$ cat src/rtl/wb_commit_unit_pkg.sv
// Shared types and helpers for the write-back commit unit: entry struct,
// width constants and the destination one-hot decode used by the pending mask.
package wb_commit_unit_pkg;

   localparam int DATA_W = 32;
   localparam int ADDR_W = 4;
   localparam int NREG   = 2 ** ADDR_W;

   typedef struct packed {
      logic [ADDR_W-1:0] dest;
      logic [DATA_W-1:0] value;
   } wb_entry_t;

   function automatic logic [NREG-1:0] dest_onehot(input logic [ADDR_W-1:0] dest);
      logic [NREG-1:0] hot;
      hot       = '0;
      hot[dest] = 1'b1;
      return hot;
   endfunction

endpackage

$ cat src/rtl/wb_commit_unit_fifo.sv
// In-order circular buffer for write-back results: two ordered push ports
// (push1 is younger and only used together with push0), one pop port, occupancy count.
module wb_commit_fifo
   import wb_commit_unit_pkg::*;
#(
   parameter int DEPTH = 4
) (
   input  logic                   clk,
   input  logic                   rst,
   input  logic                   push0,
   input  wb_entry_t              push0_entry,
   input  logic                   push1,
   input  wb_entry_t              push1_entry,
   input  logic                   pop,
   output wb_entry_t              head_entry,
   output logic [$clog2(DEPTH):0] count
);

   localparam int PTR_W = $clog2(DEPTH);
   localparam int CNT_W = PTR_W + 1;

   wb_entry_t        slots [DEPTH];
   logic [PTR_W-1:0] rd_ptr;
   logic [PTR_W-1:0] wr_ptr;
   logic [PTR_W-1:0] wr_ptr_p1;

   // DEPTH is a power of two, so pointer arithmetic wraps for free.
   assign wr_ptr_p1  = wr_ptr + 1'b1;
   assign head_entry = slots[rd_ptr];

   // NOTE: sequential state uses non-blocking assignments so every register
   // samples pre-edge values regardless of statement order.
   always_ff @(posedge clk or posedge rst) begin
      if (rst) begin
         rd_ptr <= '0;
         wr_ptr <= '0;
         count  <= '0;
      end else begin
         if (pop) rd_ptr <= rd_ptr + 1'b1;
         wr_ptr <= wr_ptr + PTR_W'(push0) + PTR_W'(push1);
         count  <= count + CNT_W'(push0) + CNT_W'(push1) - CNT_W'(pop);
      end
   end

   // NOTE: storage is deliberately not reset; occupancy lives in the pointers
   // and count, so stale slot contents are never observed.
   always_ff @(posedge clk) begin
      if (push0) slots[wr_ptr]    <= push0_entry;
      if (push1) slots[wr_ptr_p1] <= push1_entry;
   end

endmodule

$ cat src/rtl/wb_commit_unit.sv
// Write-back commit unit: merges load and ALU results into one in-order register write per cycle.
// Optional macro WB_PENDING_MASK_EN builds the registered pending-write mask.
module wb_commit_unit
   import wb_commit_unit_pkg::*;
#(
   parameter int DEPTH = 4
) (
   input  logic                   clk,
   input  logic                   rst,
   input  logic                   mem_valid,
   input  logic [ADDR_W-1:0]      mem_dest,
   input  logic [DATA_W-1:0]      mem_data,
   input  logic                   alu_valid,
   input  logic [ADDR_W-1:0]      alu_dest,
   input  logic [DATA_W-1:0]      alu_result,
   output logic                   in_ready,
   output logic                   wb_en,
   output logic [ADDR_W-1:0]      wb_dest,
   output logic [DATA_W-1:0]      wb_value,
   output logic [NREG-1:0]        pending_mask,
   output logic [$clog2(DEPTH):0] buf_count
);

   localparam int CNT_W = $clog2(DEPTH) + 1;

   logic      mem_acc;
   logic      alu_acc;
   wb_entry_t mem_entry;
   wb_entry_t alu_entry;
   wb_entry_t head_entry;
   wb_entry_t out_entry;
   wb_entry_t push0_entry;
   wb_entry_t push1_entry;
   logic      out_load;
   logic      pop;
   logic      push0;
   logic      push1;

   // Headroom for two pushes against one pop keeps the buffer from overflowing.
   assign in_ready  = (buf_count <= CNT_W'(DEPTH - 2));
   assign mem_acc   = mem_valid & in_ready;
   assign alu_acc   = alu_valid & in_ready;
   assign mem_entry = '{dest: mem_dest, value: mem_data};
   assign alu_entry = '{dest: alu_dest, value: alu_result};

   // Candidate order is buffer head, then load, then ALU; oldest goes to the port.
   // NOTE: every always_comb output gets a default first so no latch is inferred.
   always_comb begin
      out_load    = 1'b0;
      out_entry   = head_entry;
      pop         = 1'b0;
      push0       = 1'b0;
      push0_entry = mem_entry;
      push1       = 1'b0;
      push1_entry = alu_entry;
      if (buf_count != '0) begin
         out_load = 1'b1;
         pop      = 1'b1;
         if (mem_acc) begin
            push0 = 1'b1;
            push1 = alu_acc;
         end else if (alu_acc) begin
            push0       = 1'b1;
            push0_entry = alu_entry;
         end
      end else if (mem_acc) begin
         out_load    = 1'b1;
         out_entry   = mem_entry;
         push0       = alu_acc;
         push0_entry = alu_entry;
      end else if (alu_acc) begin
         out_load  = 1'b1;
         out_entry = alu_entry;
      end
   end

   wb_commit_fifo #(.DEPTH(DEPTH)) u_fifo (
      .clk         (clk),
      .rst         (rst),
      .push0       (push0),
      .push0_entry (push0_entry),
      .push1       (push1),
      .push1_entry (push1_entry),
      .pop         (pop),
      .head_entry  (head_entry),
      .count       (buf_count)
   );

   always_ff @(posedge clk or posedge rst) begin
      if (rst) begin
         wb_en    <= 1'b0;
         wb_dest  <= '0;
         wb_value <= '0;
      end else begin
         wb_en <= out_load;
         if (out_load) begin
            wb_dest  <= out_entry.dest;
            wb_value <= out_entry.value;
         end
      end
   end

`ifdef WB_PENDING_MASK_EN
   // Per-register count of writes accepted but not yet retired from the port;
   // a register is pending while its count is non-zero.
   localparam int PC_W = $clog2(DEPTH + 2);

   logic [PC_W-1:0] pend_cnt [NREG];
   logic [PC_W-1:0] pend_nxt [NREG];
   logic [NREG-1:0] mem_hot;
   logic [NREG-1:0] alu_hot;
   logic [NREG-1:0] out_hot;
   logic [NREG-1:0] mask_q;

   assign mem_hot = mem_acc ? dest_onehot(mem_dest) : '0;
   assign alu_hot = alu_acc ? dest_onehot(alu_dest) : '0;
   assign out_hot = wb_en   ? dest_onehot(wb_dest)  : '0;

   always_comb begin
      for (int r = 0; r < NREG; r++) begin
         pend_nxt[r] = pend_cnt[r] + PC_W'(mem_hot[r]) + PC_W'(alu_hot[r]) - PC_W'(out_hot[r]);
      end
   end

   always_ff @(posedge clk or posedge rst) begin
      if (rst) begin
         for (int r = 0; r < NREG; r++) pend_cnt[r] <= '0;
         mask_q <= '0;
      end else begin
         for (int r = 0; r < NREG; r++) begin
            pend_cnt[r] <= pend_nxt[r];
            mask_q[r]   <= (pend_nxt[r] != '0);
         end
      end
   end

   assign pending_mask = mask_q;
`else
   assign pending_mask = '0;
`endif

endmodule
$ cat config.mk
export PLATFORM = sky130hd
export DESIGN_NAME = wb_commit_unit
export DESIGN_NICKNAME = d
export VERILOG_FILES = /design/src/rtl/wb_commit_unit_pkg.sv /design/src/rtl/wb_commit_unit_fifo.sv /design/src/rtl/wb_commit_unit.sv
export SDC_FILE = /design/constraint.sdc
export NUM_CORES = 1
export LEC_CHECK = 0
export BUFFER_PORTS_ARGS = -buffer_cell sky130_fd_sc_hd__buf_2
export CORE_MARGIN = 3
export CORE_UTILIZATION = 45
export DETAILED_ROUTE_END_ITERATION = 6
export HOLD_SLACK_MARGIN = 0.03
export PLACE_DENSITY = 0.65
export RECOVER_POWER = 50
export SYNTH_ARGS = -nofsm -noshare
export SYNTH_HDL_FRONTEND = slang
export SYNTH_SLANG_ARGS = --single-unit
$ cat constraint.sdc
create_clock -name clk -period 8 [get_ports clk]
set_input_delay 1.2 -clock clk [delete_from_list [all_inputs] [get_ports clk]]
set_output_delay 1.2 -clock clk [all_outputs]
set_load 0.01 [all_outputs]
==> summary.txt <==
Routing
  – DRT iter0 DRCs: 529
  – Total wire length: 22.33 mm
  – Post-route ant nets: 0
  – First-pass DRT Iterations: 7
  – # DRC: 4
  – Avg WL per Cell: 22.86 um
  – Vias per cell: 5.756
  – Vias after detailed routing: 5624

Yosys
  – Mux cell area share after synthesis: 27.21%
  – Post-synth EDFFs: 144
  – Synth Area in Simple Gates: 4.281%
  – Synth Cell Area: 9353 um^2
  – Synth Flop Type: edfxtp_1
  – Synth unique cells: 40
  – Adder-Cell Fraction of Synth Area: 0.7759%
  – Cells after synthesis: 585
  – YS warnings: 0
  – Register area share after synthesis: 58.01%
  – XOR/XNOR Fraction of Synth Area: 0.3746%
  – Post-synth ARST share: 23.40%
  – Synth Area in Compound Gates: 5.819%
  – Synth Register Bits: 188
  – Syn Area/Cell: 15.99 um^2
  – Largest family of logic cells by synthesized area: multiplexers

Cells and area
  – Layout cells sized above 1: 42.63%
  – Area grow syn2layout: 14.22%
  – Nets: 774
  – Fillcell total: 1700

Run status
  – Failing checks: design-rule violations, max-capacitance violations, max-slew violations
  – Status: finished with violations

Place
  – Routability congestion estimate: 0.7804
  – HPWL Detailed: 12.73 mm
  – I/O Buffers: 116

Global routing
  – Gr usage total: 20.48%
  – Largest net degree at the start of global routing: 45
  – First-pass GRT wire length: 34.47 mm
  – Vias in the first global route: 6049
  – Grt ovf: 0
  – Initial antenna violation count: 0

Die
  – Cell row count: 52
  – # IOs: 133
  – Die ar.: 22550 um^2
  – Initial Util: 46.07%
  – Die Y: 150.2 um
  – Core Area: 20300 um^2
  – Die W: 150.2 um

Worst setup path
  – Worst setup EP type: register
  – Crit Path Max Fanout: 36
  – R2r startpoint: u_fifo.count[1]$_DFF_PP0_
  – FF-to-FF setup slack: 3.47 ns
  – Critical path type: reg2reg
  – CP arrival: 4.51 ns
  – Worst Reg-to-Reg Cells: 7
  – Required time worst endpoint: 7.99 ns
  – CP startpoint kind: register
  – Reg2reg end: u_fifo.slots[2][8]$_DFFE_PP_

STA
  – Part of the cycle the worst path needs: 56.61%
  – Final min period: 4.528 ns
  – F_max: 0.2208 GHz
  – Worst Tran Pin Value: 3.008 ns
  – Worst Clk Skew: 0.01343 ns
  – Slew HR: -100.5%
  – Max-slew violations: 272
  – Setup TNS: 0 ns
  – Unrepaired setup endpoints after global routing: no
  – Setup-failing EPs final: 0
  – Hold Vio Cnt, Final: 0

CTS
  – Setup Fix Bufs, Post-CTS: 0
  – Clock Latency Late Sink: 0.43 ns
  – CTS tree: built
  – CTS buffer count: 17
  – CTS root buffer: clkbuf_16
  – CTS clk-pin slew, worst paths: 0.06 ns
  – Cts hold-fix bufs: 0
  – H-Tree Depth: 4
  – Clock buffer depth: 2
  – CTS Sinks: 188
  – Cts repair resizes: 0

Power and ir drop
  – Design Power: 3.962 mW
  – Leakage: 4.030 nW
  – Peak VDD IR: 0.0002794 V
  – Pwr Density: 370.9 nW/um^2

Worst hold path
  – Hold Path Origin: wb_value[16]$_DFFE_PP0P_
  – Hold path cells: 2
  – Hold Path Sink: wb_value[16]$_DFFE_PP0P_
  – Worst Hold Class: reg2reg

Flow run
  – Max Cap Violations: 7
==> sequential cells by signal, indices dropped and copies added, names as in the netlist <==
register / cells
wb_value: 32
u_fifo.rd_ptr: 2
u_fifo.count: 3
u_fifo.wr_ptr: 2
wb_en: 1
wb_dest: 4
u_fifo.slots: 144
==> placed cells by master, fill, tap and decap left out, drive strengths merged, types with 4 or more instances in the layout <==
cell type,count
buf,81
edfxtp,144
clkbuf,64
mux4,36
dfrtp,44
conb,16
a211oi,5
clkinv,6
inv,11
nand2,79
mux2,144
a222oi,36
xnor2,4
==> synth_stat cells (2+ instances only) <==
master / n / area [um^2]
a222oi_1: 36 / 360.4
nand3b_1: 3 / 22.52
nand2b_1: 2 / 12.51
buf_6: 3 / 33.78
mux2_4: 30 / 450.4
a211oi_2: 2 / 25.02
dfrtp_1: 44 / 1101
fa_1: 3 / 60.06
nand3_1: 2 / 10.01
a21oi_1: 2 / 10.01
mux4_2: 36 / 810.8
mux2_1: 7 / 78.83
xnor2_1: 4 / 35.03
buf_1: 2 / 7.510
a211oi_4: 3 / 60.06
a31o_2: 2 / 17.52
edfxtp_1: 144 / 4324
inv_1: 10 / 37.54
mux2_2: 107 / 1205
nor2_1: 2 / 7.510
nand2_1: 79 / 296.5
buf_4: 16 / 120.1
clkbuf_1: 18 / 67.56
buf_2: 12 / 60.06
==> per-layer routing <==
metal / share of wire [%] / vias to the layer above / GRT usage (%)
met4: 0.75 / 0 / 5.535
li1: - / 2508 / -
met1: 42 / 2931 / 27.00
met2: 52 / 172 / 34.44
met5: 0 / - / 0
met3: 5.5 / 13 / 4.666
==> final cells by class <==
| cell class | count | area [um^2] | area share (%) |
|---|---|---|---|
| diodes | 1 | 2.502 | 0.02342 |
| clock buffers | 19 | 442.9 | 4.146 |
| clock inverters | 12 | 122.6 | 1.148 |
| inverters | 10 | 37.54 | 0.3514 |
| multi-input cells | 351 | 3726 | 34.88 |
| flip-flops and latches | 188 | 5426 | 50.80 |
| well taps | 270 | 337.8 | 3.162 |
| repair buffers | 126 | 586.8 | 5.493 |
==> cells by family after synthesis <==
kind of cell,Yosys count
fa+ha+maj,4
xor+xnor,4
flops,188
other cells,1
compound gates,52
simple gates,95
mux,180
buf+inv,61
==> metrics by stage <==
stage	utilization, %	instance area [um^2]	worst slack [ns]	hold WS (ns)	std cells
4_1_cts	53.01	10760	5.017	0.5235	976
3_3_place_gp	50.23	10200	4.635	0.5014	945
5_1_grt	52.61	10680	3.178	0.5504	976
6_report	52.63	10680	3.472	0.5232	977
3_5_place_dp	50.23	10200	4.568	0.5070	945
2_1_floorplan	-	9409	3.271	0.5632	600
==> critical path: stages (launching register included) <==
cell      delay, ns
dfrtp_1        0.44
inv_1          0.13
ha_1           0.32
o21ai_0        0.33
a21oi_1        0.58
inv_1          0.21
o22ai_4        0.20
clkbuf_1       1.88
==> where the power goes <==
group	total (mW)	switching (mW)	internal, mW
registers	1.69	0.237	1.46
logic	1.45	0.763	0.689
clock network	0.818	0.354	0.464
==> worst max path at each step <==
stage	slack (ns)	to	startpoint
after CTS	5.02	wb_value[27]$_DFFE_PP0P_	u_fifo.count[2]$_DFF_PP0_
after detailed placement	4.57	u_fifo.slots[1][31]$_DFFE_PP_	mem_valid
after global placement	4.63	u_fifo.slots[1][21]$_DFFE_PP_	mem_valid
after floorplan	3.27	u_fifo.slots[0][0]$_DFFE_PP_	mem_valid
final	3.47	u_fifo.slots[2][8]$_DFFE_PP_	u_fifo.count[1]$_DFF_PP0_
after global routing	3.18	u_fifo.slots[2][8]$_DFFE_PP_	u_fifo.count[1]$_DFF_PP0_
Power figures use the tool's default switching activity.
